===== src/rtl/execute_muldiv.sv =====
// Iterative RV32M/RV64M multiply/divide unit: shift-add multiplier and restoring divider
// sharing one 2*XLEN accumulator. Define MULDIV_FAST_MUL_EN for single-step multiplies.
`timescale 1ns/1ps

module execute_muldiv #(
    parameter int XLEN = 32
) (
    input  logic            clk,
    input  logic            rst_n,
    input  logic            in_valid,
    output logic            in_ready,
    input  logic [2:0]      funct3,
    input  logic [XLEN-1:0] op_a,
    input  logic [XLEN-1:0] op_b,
    input  logic [4:0]      rd_in,
    input  logic            flush,
    output logic            out_valid,
    input  logic            out_ready,
    output logic [XLEN-1:0] result,
    output logic [4:0]      rd_out,
    output logic            busy
);

    localparam int CW = $clog2(XLEN) + 1;
    localparam logic [CW-1:0] LAST_ITER = CW'(XLEN - 1);
    localparam logic signed [XLEN-1:0] ZERO_S      = '0;
    localparam logic signed [XLEN-1:0] MINUS_ONE_S = '1;
    localparam logic signed [XLEN-1:0] MOST_NEG_S  = {1'b1, {(XLEN-1){1'b0}}};

    typedef enum logic [1:0] {
        IDLE = 2'd0,
        ITER = 2'd1,
        FIX  = 2'd2,
        DONE = 2'd3
    } state_t;

    state_t state, state_nxt;

    logic [CW-1:0]     cnt;
    logic [2*XLEN-1:0] acc;
    logic [XLEN-1:0]   m_q;
    logic [2:0]        op_q;
    logic [4:0]        rd_q;
    logic              neg_q;
    logic              neg_r;
    logic              special_q;

    function automatic logic [XLEN-1:0] cond_neg(input logic [XLEN-1:0] v, input logic neg);
        return neg ? ('0 - v) : v;
    endfunction

    function automatic logic [2*XLEN-1:0] cond_neg_w(input logic [2*XLEN-1:0] v, input logic neg);
        return neg ? ('0 - v) : v;
    endfunction

    logic signed [XLEN-1:0] a_s, b_s;
    logic                   is_div, a_signed, b_signed, a_neg, b_neg;
    logic                   div_zero, div_ovf, special, skip_iter, accept;
    logic [XLEN-1:0]        mag_a, mag_b, preset;
    logic [2*XLEN-1:0]      mul_init;

    assign a_s      = op_a;
    assign b_s      = op_b;
    assign is_div   = funct3[2];
    assign a_signed = (funct3 == 3'b001) || (funct3 == 3'b010) ||
                      (funct3 == 3'b100) || (funct3 == 3'b110);
    assign b_signed = (funct3 == 3'b001) || (funct3 == 3'b100) || (funct3 == 3'b110);
    assign a_neg    = a_signed && (a_s < ZERO_S);
    assign b_neg    = b_signed && (b_s < ZERO_S);
    assign mag_a    = cond_neg(op_a, a_neg);
    assign mag_b    = cond_neg(op_b, b_neg);

    // Only signed DIV/REM (funct3[0]==0) can overflow.
    assign div_zero = is_div && (op_b == '0);
    assign div_ovf  = is_div && !funct3[0] && (a_s == MOST_NEG_S) && (b_s == MINUS_ONE_S);
    assign special  = div_zero || div_ovf;
    assign preset   = div_zero ? (funct3[1] ? op_a : '1)
                               : (funct3[1] ? '0 : op_a);

`ifdef MULDIV_FAST_MUL_EN
    logic [2*XLEN-1:0] fast_prod;
    assign fast_prod = {{XLEN{1'b0}}, mag_a} * {{XLEN{1'b0}}, mag_b};
    assign mul_init  = fast_prod;
    assign skip_iter = special || !is_div;
`else
    assign mul_init  = {{XLEN{1'b0}}, mag_b};
    assign skip_iter = special;
`endif

    assign in_ready  = (state == IDLE);
    assign busy      = (state != IDLE);
    assign out_valid = (state == DONE);
    assign accept    = in_valid && (state == IDLE) && !flush;

    // Multiply step: conditionally add the multiplicand into the high half, shift right.
    logic [XLEN:0]     mul_sum;
    logic [2*XLEN-1:0] mul_step;
    assign mul_sum  = {1'b0, acc[2*XLEN-1:XLEN]} + (acc[0] ? {1'b0, m_q} : '0);
    assign mul_step = {mul_sum, acc[XLEN-1:1]};

    // Divide step: high half is the partial remainder, low half shifts dividend out / quotient in.
    logic [XLEN:0]     div_shift, div_diff, rem_ext;
    logic              div_ge;
    logic              div_unused;
    logic [2*XLEN-1:0] div_step;
    assign div_shift  = acc[2*XLEN-1:XLEN-1];
    assign div_ge     = (div_shift >= {1'b0, m_q});
    assign div_diff   = div_shift - {1'b0, m_q};
    assign rem_ext    = div_ge ? div_diff : div_shift;
    assign div_unused = rem_ext[XLEN];
    assign div_step   = {rem_ext[XLEN-1:0], acc[XLEN-2:0], div_ge};

    logic [2*XLEN-1:0] prod_fix;
    logic [XLEN-1:0]   quo_fix, rem_fix, fix_res;
    assign prod_fix = cond_neg_w(acc, neg_q);
    assign quo_fix  = cond_neg(acc[XLEN-1:0], neg_q);
    assign rem_fix  = cond_neg(acc[2*XLEN-1:XLEN], neg_r);

    always_comb begin
        fix_res = '0;
        if (special_q) begin
            fix_res = acc[XLEN-1:0];
        end else if (op_q[2]) begin
            fix_res = op_q[1] ? rem_fix : quo_fix;
        end else if (op_q[1:0] == 2'b00) begin
            fix_res = prod_fix[XLEN-1:0];
        end else begin
            fix_res = prod_fix[2*XLEN-1:XLEN];
        end
    end

    always_ff @(posedge clk or negedge rst_n) begin
        if (!rst_n) begin
            state <= IDLE;
        end else begin
            state <= state_nxt;
        end
    end

    always_comb begin
        state_nxt = state;
        if (flush) begin
            state_nxt = IDLE;
        end else begin
            case (state)
                IDLE: if (in_valid) state_nxt = skip_iter ? FIX : ITER;
                ITER: if (cnt == LAST_ITER) state_nxt = FIX;
                FIX:  state_nxt = DONE;
                DONE: if (out_ready) state_nxt = IDLE;
                default: state_nxt = IDLE;
            endcase
        end
    end

    always_ff @(posedge clk or negedge rst_n) begin
        if (!rst_n) begin
            cnt    <= '0;
            result <= '0;
            rd_out <= '0;
        end else begin
            if (accept) begin
                cnt <= '0;
            end else if (state == ITER) begin
                cnt <= cnt + CW'(1);
            end
            if ((state == FIX) && !flush) begin
                result <= fix_res;
                rd_out <= rd_q;
            end
        end
    end

    // Operand/accumulator path carries no reset; it is always reloaded on acceptance.
    always_ff @(posedge clk) begin
        if (accept) begin
            op_q      <= funct3;
            rd_q      <= rd_in;
            special_q <= special;
            neg_q     <= a_neg ^ b_neg;
            neg_r     <= a_neg;
            m_q       <= is_div ? mag_b : mag_a;
            if (special) begin
                acc <= {{XLEN{1'b0}}, preset};
            end else if (is_div) begin
                acc <= {{XLEN{1'b0}}, mag_a};
            end else begin
                acc <= mul_init;
            end
        end else if (state == ITER) begin
            acc <= op_q[2] ? div_step : mul_step;
        end
    end

endmodule


===== config.mk =====
export PLATFORM = sky130hd
export DESIGN_NAME = execute_muldiv
export DESIGN_NICKNAME = d
export VERILOG_FILES = /design/src/rtl/execute_muldiv.sv
export SDC_FILE = /design/constraint.sdc
export NUM_CORES = 1
export LEC_CHECK = 0
export ABC_CLOCK_PERIOD_IN_PS = 8200
export CAP_MARGIN = 20
export CELL_PAD_IN_SITES_DETAIL_PLACEMENT = 1
export CELL_PAD_IN_SITES_GLOBAL_PLACEMENT = 1
export CORE_UTILIZATION = 46
export CTS_BUF_LIST = sky130_fd_sc_hd__clkbuf_16
export DETAILED_ROUTE_END_ITERATION = 16
export PLACE_DENSITY_LB_ADDON = 0.1
export SYNTH_ARGS = -nofsm -noshare
export SYNTH_HDL_FRONTEND = slang
export SYNTH_SLANG_ARGS = --single-unit

===== constraint.sdc =====
create_clock -name clk -period 8.2 [get_ports clk]
set_input_delay 1.64 -clock clk [delete_from_list [all_inputs] [get_ports clk]]
set_output_delay 1.64 -clock clk [all_outputs]
set_load 0.05 [all_outputs]

==> flow_summary.yaml, run 1 <==
drt:
  drc: 0
  dr.pass1.iters: 6
  totalWireLength_um: 61990
  drtIter0Drc: 1519
  final_antenna_net_count: 0
  vias_per_cell: 6.527
  wl_per_cell_um: 25.47
  vias: 15887
clock_network:
  ctsHoldBuffers: 0
  postCtsSetupRepairBufs: 0
  cts_tree: "built"
  clk_pin_slew_ps: 70
  cts_buffers: 17
  clk_path_buf_depth: 2
  clock-sinks: 152
  cts_resized: 0
  cts.htree.levels: 4
  clock_latency_ps: 460
  clockRootBuffer: "clkbuf_16"
logic_synthesis:
  synth-seq-cells: 152
  yosys_warnings: 0
  synth_edf_count: 107
  avgSynthCellArea_sq_um: 7.989
  netlist_instances: 1952
  synthArstFlopShare: 0.2961
  syn-num-nets: 2105
  synth-main-ff-cell: "edfxtp_1"
  yosysSeqAreaShare: 0.2783
  yosys.cell_types.count: 88
  syn_area_sq_um: 15590
setup_path:
  worst_path_largest_cell_delay_ps: 600
  cp_common_cell: "or4_4"
  crit_path_top_delay_cell: "or4_4"
  endpoint_kind: "flop"
  path_max_fanout: 17
  crit_path_cell_trace: "clkdlybuf4s50_1 > or4_4 > or4_4 > or4_4 > nor3_4 > a21oi_2 > buf_4 > nand2_1 > nor2_1 > a2111oi_0 > a21oi_1"
  crit_type: "in -> reg"
  required_ps: 8380
  critPathLaunchType: "input pin"
  critical_path.top_delay_family: "simple AND/OR/NAND/NOR gates"
  critPathArrivalTime_ps: 5300
  crit_buf_inv: 2
die:
  die_h_um: 186.1
  start_util: 0.4662
  die_x_um: 186.1
  ios: 117
  rows: 67
  die_area_sq_um: 34640
  core_sq_um: 33450
power:
  peakVddDrop_mv: 0.3459
  leakagePower_nw: 6.797
  power_density_nw_per_um2: 402.3
  power.total_mw: 7.059
sta:
  max_freq_ghz: 0.1956
  rsz0062_at_grt: "false"
  drv_slew: 0
  setup_viol: 0
  holdWs_ps: 447.0
  period_needed_ps: 5113
  finalHoldViolCount: 0
  worst_slew_pin_slew_ps: 986.1
  min_period_over_period: 0.6236
  skew_ps: 15.76
  maxSlewHeadroom: 0.3256
  timing.setup.tns_ps: 0
run:
  cap_violations: 0
place:
  place_congestion: 0.9486
  placed_cells: 2402
  hpwlAfterDp_um: 47120
  port_buffers: 116
finish:
  syn_to_final_growth_pct: 12.53
  fin_cells: 2434
  fin_nets: 2126
  multi_input_area_sq_um: 10430
  fill_cells: 4054
  drive_above_1_share: 0.06143
  regArea_sq_um: 4339
  antenna_cells: 0
global_routing:
  antenna_found_initial: 1
  grt_max_degree: 73
  grt_overflow_total: 0
  grt_pass1_wl_um: 94230
  grt_pass1_vias: 15723
  grt_usage: 0.3617
run_status:
  status: "finished, final reports clean"
hold_path:
  hp-class: "reg -> reg"
## worst paths after layout
path                       cells after the start               endpoint               from  slack, ps
max in group asynchronous                      2  rd_out[4]$_DFFE_PN0P_              rst_n       6320
hold / removal                                 2  rd_out[2]$_DFFE_PN0P_  rd_q[2]$_DFFE_PP_        450
hold reg to reg                                2  rd_out[2]$_DFFE_PN0P_  rd_q[2]$_DFFE_PP_        450
setup / recovery                              11      acc[16]$_DFFE_PP_           op_b[18]       3090
setup reg to reg                              11  acc[57]$_SDFFCE_PP0P_   acc[0]$_DFFE_PP_       3720
min in group asynchronous                      2     cnt[5]$_DFFE_PN0P_              rst_n       1340
## per-stage QoR
step,setup WS [ps],cell area (sq um),util
global route,2835,17550,0.5246
finish,3087,17550,0.5246
CTS,3110,17550,0.5246
floorplan,3979,15590,-
detailed placement,2740,16960,0.5070
global placement,2848,16940,0.5064
## final cells by class
class                   instances  area share
clock buffers                  17     0.02424
clock inverters                15    0.009340
inverters                      79     0.01690
multi-input cells            1585      0.5946
flip-flops and latches        152      0.2473
well taps                     448     0.03194
repair buffers                138     0.07572
## worst reg2reg max path: cells and delay by family (launching register included)
| kind | cells | cell delay [ps] |
|---|---|---|
| AO/OA/AOI/OAI | 5 | 2150 |
| AND/OR/NAND/NOR | 3 | 580 |
| buffers and inverters | 1 | 570 |
| flip-flops | 1 | 500 |
| adder cells (fa/ha/maj) | 1 | 290 |
| multiplexers | 1 | 150 |
## metal layers
layer,share of wire,routed length (um),up-vias,track usage
li1,-,-,7204,-
met1,0.44,27360,7929,0.4872
met2,0.46,28530,622,0.5755
met3,0.062,3859,130,0.05791
met4,0.036,2222,2,0.1479
met5,0.00021,13,-,0
## report_power, final
group / leakage (nW) / switching, mW / internal, mW
Sequential: 1.58 / 0.645 / 1.28
Clock: 0.296 / 0.384 / 0.456
Combinational: 4.92 / 2.65 / 1.65
Total: 6.80 / 3.68 / 3.38
## cell usage in the layout, fill, tap and decap left out, types with 10 or more instances in the layout
| cell type | synthesis | layout |
|---|---|---|
| o41ai_1 | 13 | 13 |
| o21a_1 | 12 | 11 |
| buf_4 | 1 | 21 |
| o21bai_1 | 10 | 10 |
| nand2_1 | 217 | 217 |
| xor2_1 | 74 | 74 |
| nand3_1 | 38 | 38 |
| a22oi_1 | 23 | 23 |
| a31oi_1 | 24 | 24 |
| nor2b_1 | 16 | 15 |
| nand2b_1 | 12 | 10 |
| nor4_1 | 20 | 20 |
| nor3_1 | 42 | 42 |
| clkdlybuf4s50_1 | 0 | 114 |
| inv_1 | 77 | 76 |
| a21o_1 | 24 | 24 |
| mux2i_1 | 78 | 78 |
| xnor2_1 | 111 | 111 |
| ha_1 | 74 | 74 |
| a22oi_2 | 10 | 10 |
| clkbuf_16 | 0 | 17 |
| o211ai_1 | 16 | 16 |
| o21ai_0 | 141 | 141 |
| or2_2 | 11 | 12 |
| mux2_2 | 10 | 10 |
| nand4_1 | 21 | 21 |
| dfrtp_1 | 45 | 45 |
| a211oi_1 | 25 | 25 |
| and3_1 | 13 | 13 |
| a221oi_1 | 11 | 11 |
| or4_1 | 19 | 19 |
| edfxtp_1 | 107 | 107 |
| a21oi_1 | 158 | 158 |
| o221ai_1 | 14 | 14 |
| or3_1 | 19 | 19 |
| nor2_1 | 179 | 179 |
| o31ai_1 | 19 | 19 |
## state kept, by name (all words and copies together) (netlist names)
signal     flops
op_q           3
cnt            6
special_q      1
state          2
result        32
neg_r          1
neg_q          1
acc           64
rd_out         5
rd_q           5
m_q           32
## cell families after synthesis
family                   after synthesis  synth area share
AO/OA/AOI/OAI                        582            0.2436
XOR/XNOR                             185            0.1039
adder cells (fa/ha/maj)               76           0.06194
buffers and inverters                215           0.05320
flip-flops                           152            0.2783
multiplexers                          88           0.05729
AND/OR/NAND/NOR                      654            0.2018
## Yosys cell counts (38+ instances only)
master / number / share of area
a21oi_1: 158 / 0.051
clkbuf_1: 114 / 0.027
dfrtp_1: 45 / 0.072
edfxtp_1: 107 / 0.21
ha_1: 74 / 0.059
inv_1: 77 / 0.019
mux2i_1: 78 / 0.050
nand2_1: 217 / 0.052
nand3_1: 38 / 0.012
nor2_1: 179 / 0.043
nor3_1: 42 / 0.013
o21ai_0: 141 / 0.045
xnor2_1: 111 / 0.062
xor2_1: 74 / 0.042
Note: power is estimated with default switching activity, not from simulation.
==> run 2, diff against run 1 <==
ABC_CLOCK_PERIOD_IN_PS = 4600   (was 8200)
CORE_UTILIZATION = 41   (was 46)
clock period = 4.6 ns   (was 8.2 ns; I/O delays follow)
==> flow_summary.yaml, run 2 (synthesized netlist as in run 1, its figures left out) <==
global_routing:
  grt_pass1_wl_um: 98340
  grt_overflow_total: 0
  grt_usage: 0.3351
  grt_pass1_vias: 15889
  antenna_found_initial: 1
  grt_max_degree: 51
finish:
  final_common_cell: "nand2_1"
  fill_cells: 4558
  fin_nets: 2172
  regArea_sq_um: 4339
  final_cell_mix: "217 x nand2_1, 179 x nor2_1, 158 x a21oi_1"
  top_register: "acc"
  multi_input_area_sq_um: 10430
  syn_to_final_growth_pct: 15.35
  top_regs: "acc: 64 flops, m_q: 32 flops, result: 32 flops"
  largest_register_ffs: 64
  antenna_cells: 0
  drive_above_1_share: 0.08268
clock_network:
  clockRootBuffer: "clkbuf_16"
  clock_latency_ps: 460
  postCtsSetupRepairBufs: 0
  cts_resized: 0
  cts.htree.levels: 4
  cts_tree: "built"
  clk_path_buf_depth: 2
  clk_pin_slew_ps: 70
  cts_buffers: 17
  clock-sinks: 152
  ctsHoldBuffers: 0
hold_path:
  min_from: "rd_q[2]$_DFFE_PP_"
  hp-class: "reg -> reg"
  holdPathEnd: "rd_out[2]$_DFFE_PN0P_"
  whs_path_depth: 2
drt:
  vias: 15880
  final_antenna_net_count: 0
  vias_per_cell: 6.245
  totalWireLength_um: 65140
  dr.pass1.iters: 5
  drc: 0
  drtIter0Drc: 1411
  wl_per_cell_um: 25.62
sta:
  rsz0062_at_grt: "false"
  timing.setup.tns_ps: 0
  min_period_over_period: 0.9635
  finalHoldViolCount: 0
  maxSlewHeadroom: 0.3761
  skew_ps: 13.18
  max_freq_ghz: 0.2256
  drv_slew: 0
  setup_viol: 0
  worst_slew_pin_slew_ps: 935.9
  period_needed_ps: 4432
place:
  hpwlAfterDp_um: 50490
  port_buffers: 116
  place_congestion: 0.9785
power:
  leakagePower_nw: 7.015
  power_density_nw_per_um2: 718.8
  power.total_mw: 12.93
  peakVddDrop_mv: 0.4512
setup_path:
  critPathLaunchType: "flop"
  crit_type: "reg -> reg"
  rr_worst_depth: 13
  regToRegEndpoint: "acc[60]$_SDFFCE_PP0P_"
  path_max_fanout: 20
  rrSetupSlack_ps: 170
  r2r-start: "acc[0]$_DFFE_PP_"
  endpoint_kind: "flop"
  critPathArrivalTime_ps: 4640
  required_ps: 4810
die:
  die_area_sq_um: 38820
  core_sq_um: 37580
  start_util: 0.4150
  die_h_um: 197.0
  die_x_um: 197.0
  ios: 117
  rows: 71
run_status:
  status: "finished, final reports clean"
run:
  cap_violations: 0
## run 2: routing by layer
layer  vias up  part of all wire  GRT usage
li1       7288                 -          -
met1      7999              0.46     0.4672
met2       515              0.46     0.5451
met3        78             0.053    0.03603
met4         0             0.025    0.09848
met5         -                 0          0
## run 2: power by group
part           leakage, nW  total (mW)  switching [mW]  internal (mW)
registers             1.58        3.06           0.796           2.26
logic                 5.15        8.36            5.19           3.18
clock network        0.287        1.50           0.693          0.812
## run 2: area by class of cell
| cell class | instances | share of cell area |
|---|---|---|
| tap | 511 | 0.03555 |
| clock buffer | 17 | 0.02365 |
| timing repair buffer | 184 | 0.09377 |
| sequential | 152 | 0.2412 |
| multi-input combinational | 1585 | 0.5801 |
| clock inverter | 15 | 0.009252 |
| inverter | 79 | 0.01649 |
## run 2: worst max-delay path, stage by stage, from the launching register on
cell and delay, ps:
edfxtp_1 490, clkinv_1 520, buf_4 420, nor2_1 140
ha_1 280, o21ai_0 480, a211oi_1 180, a22o_1 360
nor2_1 170, or3_1 170, nand3_1 150, a311oi_1 430
xnor2_1 140, o221a_2 260
## run 2: worst max path at each step
stage | start | endpoint | slack, ps | cells after the start
after floorplan | state[0]$_DFFE_PN0P_ | m_q[0]$_DFFE_PP_ | 960 | 7
final | acc[0]$_DFFE_PP_ | acc[60]$_SDFFCE_PP0P_ | 170 | 13
after detailed placement | op_a[13] | acc[19]$_DFFE_PP_ | 310 | 11
after global routing | acc[0]$_DFFE_PP_ | acc[57]$_SDFFCE_PP0P_ | 9 | 13
after global placement | op_b[2] | acc[23]$_DFFE_PP_ | 360 | 10
after CTS | acc[0]$_DFFE_PP_ | acc[62]$_SDFFCE_PP0P_ | 280 | 13
## run 2: stage by stage
step / utilization / setup WS, ps / area, sq um / std cells / hold WS, ps
finish: 0.4787 / 167.9 / 17990 / 2543 / 447.1
global placement: 0.4629 / 356.4 / 17400 / 2511 / 420.2
CTS: 0.4787 / 282.8 / 17990 / 2543 / 452.3
floorplan: - / 957.1 / 15590 / 1952 / 414.6
detailed placement: 0.4629 / 308.2 / 17400 / 2511 / 436.2
global route: 0.4787 / 9.404 / 17990 / 2543 / 480.3
==> patch 1, RTL diff (flow settings as in run 1) <==
The parameter `XLEN` goes from 32 to 16.
--- a/src/rtl/execute_muldiv.sv
+++ b/src/rtl/execute_muldiv.sv
@@ -3,7 +3,7 @@
 `timescale 1ns/1ps
 
 module execute_muldiv #(
-    parameter int XLEN = 32
+    parameter int XLEN = 16
 ) (
     input  logic            clk,
     input  logic            rst_n,
Ports: changed (resized op_a, op_b and result); port bits go from 117 to 69. No check against the original RTL was run, so the function may have changed too.
==> patch 1 against run 1 <==
  * Routed wire length fell by 57%
  * Sequential share of layout area rose by 2.7 points
  * Sequential cell count is 65 lower
  * Highest routed layer is now met4
  * Cell area fell by 49%
  * Area after synthesis shrank 49%
  * Hold slack got worse by 0.014 ns
  * Critical endpoint is now acc[8]
  * Register-to-register slack improved by 0.34 ns
  * Critical path type unchanged
  * Synthesized cell count fell by 51%
  * Setup slack improved by 0.52 ns
  * Total power down 50%
==> patch 1: results (changes against run 1) <==
Parameter                              Value

Final layout
  Layout filler cell count    2052 (-49%)
  Net count of the finished layout    1074 (-49%)
  Fin util    54.01% (+1.5 points)
  Flip-flop and latch share of the layout cell area    27.41% (+2.7 points)
  Largest registers ranked by flip-flop count    acc (32), m_q (16), result (16)
  Inverters, non-clock    46 (-42%)

Placement
  Placed Cells incl. Taps    1193 (-50%)
  Post-placement setup slack    3.320 ns (+0.5800 ns)
  Count of input and output buffers    68 (-41%)
  Post-DP Area    8741 sq um (-48%)

Run status
  Outcome    finished, final reports clean

Critical path
  Dominant delay contributor by cell family on the critical path    buffers and inverters
  Largest fanout on the critical path    33 (+16)
  Critical R2R Capture    acc[31]
  Critical-path cell with the highest stage delay    sky130_fd_sc_hd__or4_1
  Capture point of the worst path    acc[8]
  Total stage count of the critical path    7 (-4)
  Worst setup path startpoint    funct3[2]
  Critical Path Max Stage Delay    0.76 ns (+0.16 ns)

Detailed routing
  Starting DRC count in detailed routing    561 (-63%)
  Via count    7611 (-52%)
  Routed length on met1    11800 um (-57%)
  Wire length per cell after detailed routing    21.93 um (-14%)
  Highest Signal Layer    met4

Logic synthesis
  Post-Synthesis Net Count    1037 (-51%)
  Post-synth EDFFs    59 (-45%)
  Synthesized flop and latch total    87 (-43%)
  Number of instances in the synthesized netlist    947 (-51%)
  Share of cell area taken by muxes after synthesis    5.699% (-0.030 points)
  Number of distinct library cell variants in the gate-level netlist after synthesis    64 (-27%)
  Sequential area share after synthesis    31.28% (+3.5 points)

Clocking
  Clock buffer count from CTS    9 (-8)
  Number of H-tree branching levels    3 (-1)
  Skew-Pair Late Insertion Delay    0.36 ns (-0.10 ns)

STA
  Final worst hold slack    0.4333 ns (-0.01366 ns)
  Minimum setup slack in the final design    3.602 ns (+0.5158 ns)
  Worst Clk Skew    0.01110 ns (-0.004657 ns)

Power and ir drop
  Worst vdd rail ir drop    238.1 uV (-31%)
  Cell leakage power    3.530 nW (-48%)

Min path
  Min-Delay Endpoint    rd_out[1]
  Startpoint of the worst hold path    rd_q[1]

Global routing
  First-pass GRT wire length    42730 um (-55%)
  Largest net degree at the start of global routing    63 (-14%)
  Met3 capacity usage during global routing    2.759% (-3.0 points)
patch 1: worst register-to-register path: stages, from the launching register on:
cell and delay [ns]:
sky130_fd_sc_hd__edfxtp_1 0.54, sky130_fd_sc_hd__clkinv_1 0.62, sky130_fd_sc_hd__nor2_1 0.28, sky130_fd_sc_hd__ha_1 0.33, sky130_fd_sc_hd__a211oi_1 0.33, sky130_fd_sc_hd__nor2_1 0.13, sky130_fd_sc_hd__a41o_1 0.30, sky130_fd_sc_hd__o41ai_1 0.51
sky130_fd_sc_hd__o21ai_0 0.26, sky130_fd_sc_hd__a21o_1 0.23, sky130_fd_sc_hd__a211oi_1 0.26, sky130_fd_sc_hd__a311oi_1 0.07
patch 1: power by group through the flow:
stage | sequential, mW | clock (mW) | combinational (mW)
final | 1.01 | 0.408 | 2.14
after global routing | 1.03 | 0.422 | 2.35
after CTS | 1.00 | 0.410 | 2.13
after detailed placement | 1.01 | 0 | 2.11
after global placement | 1.00 | 0 | 2.05
after floorplan | 1.03 | 0 | 1.44
==> patch 2, RTL diff (flow settings as in run 1) <==
Without the edit above. The 4 states of `state_t` get a one-hot encoding in 4 bits.
--- a/src/rtl/execute_muldiv.sv
+++ b/src/rtl/execute_muldiv.sv
@@ -27,11 +27,11 @@
     localparam logic signed [XLEN-1:0] MINUS_ONE_S = '1;
     localparam logic signed [XLEN-1:0] MOST_NEG_S  = {1'b1, {(XLEN-1){1'b0}}};
 
-    typedef enum logic [1:0] {
-        IDLE = 2'd0,
-        ITER = 2'd1,
-        FIX  = 2'd2,
-        DONE = 2'd3
+    typedef enum logic [3:0] {
+        IDLE = 4'b0001,
+        ITER = 4'b0010,
+        FIX  = 4'b0100,
+        DONE = 4'b1000
     } state_t;
 
     state_t state, state_nxt;
Check against the original RTL: same outputs for any inputs over 10 cycles, from zero or initial values and one cycle with rst_n low; not proved beyond that.
==> patch 2 against run 1 <==
  * Area after synthesis shrank 1.7%
  * Setup slack got worse by 0.26 ns
  * Highest routed layer unchanged
  * Cell area is 1.1% lower
  * Sequential share of layout area grew 0.58 points
  * Via count fell by 1.1%
  * Count of clock-buffer cells in the layout increased by 2
  * Largest cell class unchanged
  * Final cell count shrank 0.45%
  * Sequential cell count is 2 higher
  * Routed wire length down 3.5%
Power is not compared: it rests on default switching activity, and its combinational part moved more than twofold at a synthesized area within 25%.
==> patch 2: results (changes against run 1) <==
Parameter                              Value

Global routing
  First-pass GRT wire length    92390 um (-1.9%)
  Global-route usage over all layers    35.61% (-0.56 points)
  Number of global-route vias before repair    15512 (-1.3%)

Detailed routing
  Aggregate routed wire length    59820 um (-3.5%)
  Via count    15720 (-1.1%)

Min path
  Min-Delay Endpoint    rd_out[3]

Critical path
  Critical-path cell with the highest stage delay    sky130_fd_sc_hd__or4b_2
  Data arrival time at the worst-slack endpoint    5.54 ns (+0.24 ns)
  Worst setup path startpoint    op_b[7]
  Slack of the worst reg-to-reg path    3.44 ns (-0.28 ns)
  Critical R2R Capture    acc[36]
  Largest fanout on the critical path    18 (+1)
  Number of cells on the worst reg-to-reg path    14 (+3)
  FF-to-FF Start    acc[31]

Run status
  Outcome    finished, final reports clean

Logic synthesis
  Number of distinct library cell variants in the gate-level netlist after synthesis    75 (-15%)
  Fraction of the mapped netlist area in adder cells    5.974% (-0.22 points)
  Sequential area share after synthesis    28.64% (+0.81 points)
  Library cell with the highest instance count after synthesis    sky130_fd_sc_hd__nor2_1
  Share of cell area taken by muxes after synthesis    4.529% (-1.2 points)
  Ys async rst share    30.52% (+0.91 points)
  Synthesized-area fraction occupied by ao, oa, aoi and oai cells    23.90% (-0.46 points)
  Post-synthesis xor/xnor area fraction    10.97% (+0.58 points)
  Top cells by area in the synthesized netlist    sky130_fd_sc_hd__edfxtp_1 21%, sky130_fd_sc_hd__dfrtp_1 7.5%, sky130_fd_sc_hd__xnor2_1 6.1%

Final layout
  Number of flip-flops and latches    154 (+1.3%)
  Layout filler cell count    3997 (-1.4%)
  Non-clock buffering overhead    7.761% (+0.19 points)
  Multi-input combinational area share    58.72% (-0.73 points)
  Fraction of final layout cells with drive strength greater than 1    4.291% (-1.9 points)
  Net count of the finished layout    2117 (-0.42%)
  Signal buffers    142 (+2.9%)
  # clk buffers    19 (+2)
  Flip-flop and latch share of the layout cell area    25.31% (+0.58 points)

Placement
  Placed Cells incl. Taps    2391 (-0.46%)

STA
  Final worst hold slack    0.4415 ns (-0.005528 ns)
  Transition at the pin with the smallest max-transition slack    1.063 ns (+0.07652 ns)
[patch 2: changes by cell type after synthesis, sizes merged, moves of 11 or more]
cell,before,now
a21oi,162,179
xor2,74,85
a211oi,25,36
nand3,38,55
a22oi,33,5
o221ai,14,25
mux2i,78,66
nand2b,12,24
nand2,219,176
[patch 2: metal layers]
metal  vias up  share of wire [%]  track usage [%]
met4         2                3.0            11.77
met3        95                6.1            5.374
met1      7822                 44            47.04
li1       7208                  -                -
met5         -              0.022                0
met2       593                 47            59.20
[patch 2: per-stage QoR]
step / power (mW) / area [sq um] / util [%] / worst slack, ns
2_1_floorplan: 2.010 / 15330 / - / 3.641
3_3_place_gp: 2.428 / 16770 / 51.30 / 2.648
3_5_place_dp: 2.468 / 16770 / 51.30 / 2.454
4_1_cts: 3.274 / 17350 / 53.05 / 2.874
5_1_grt: 3.444 / 17350 / 53.05 / 2.596
6_report: 3.289 / 17350 / 53.05 / 2.825
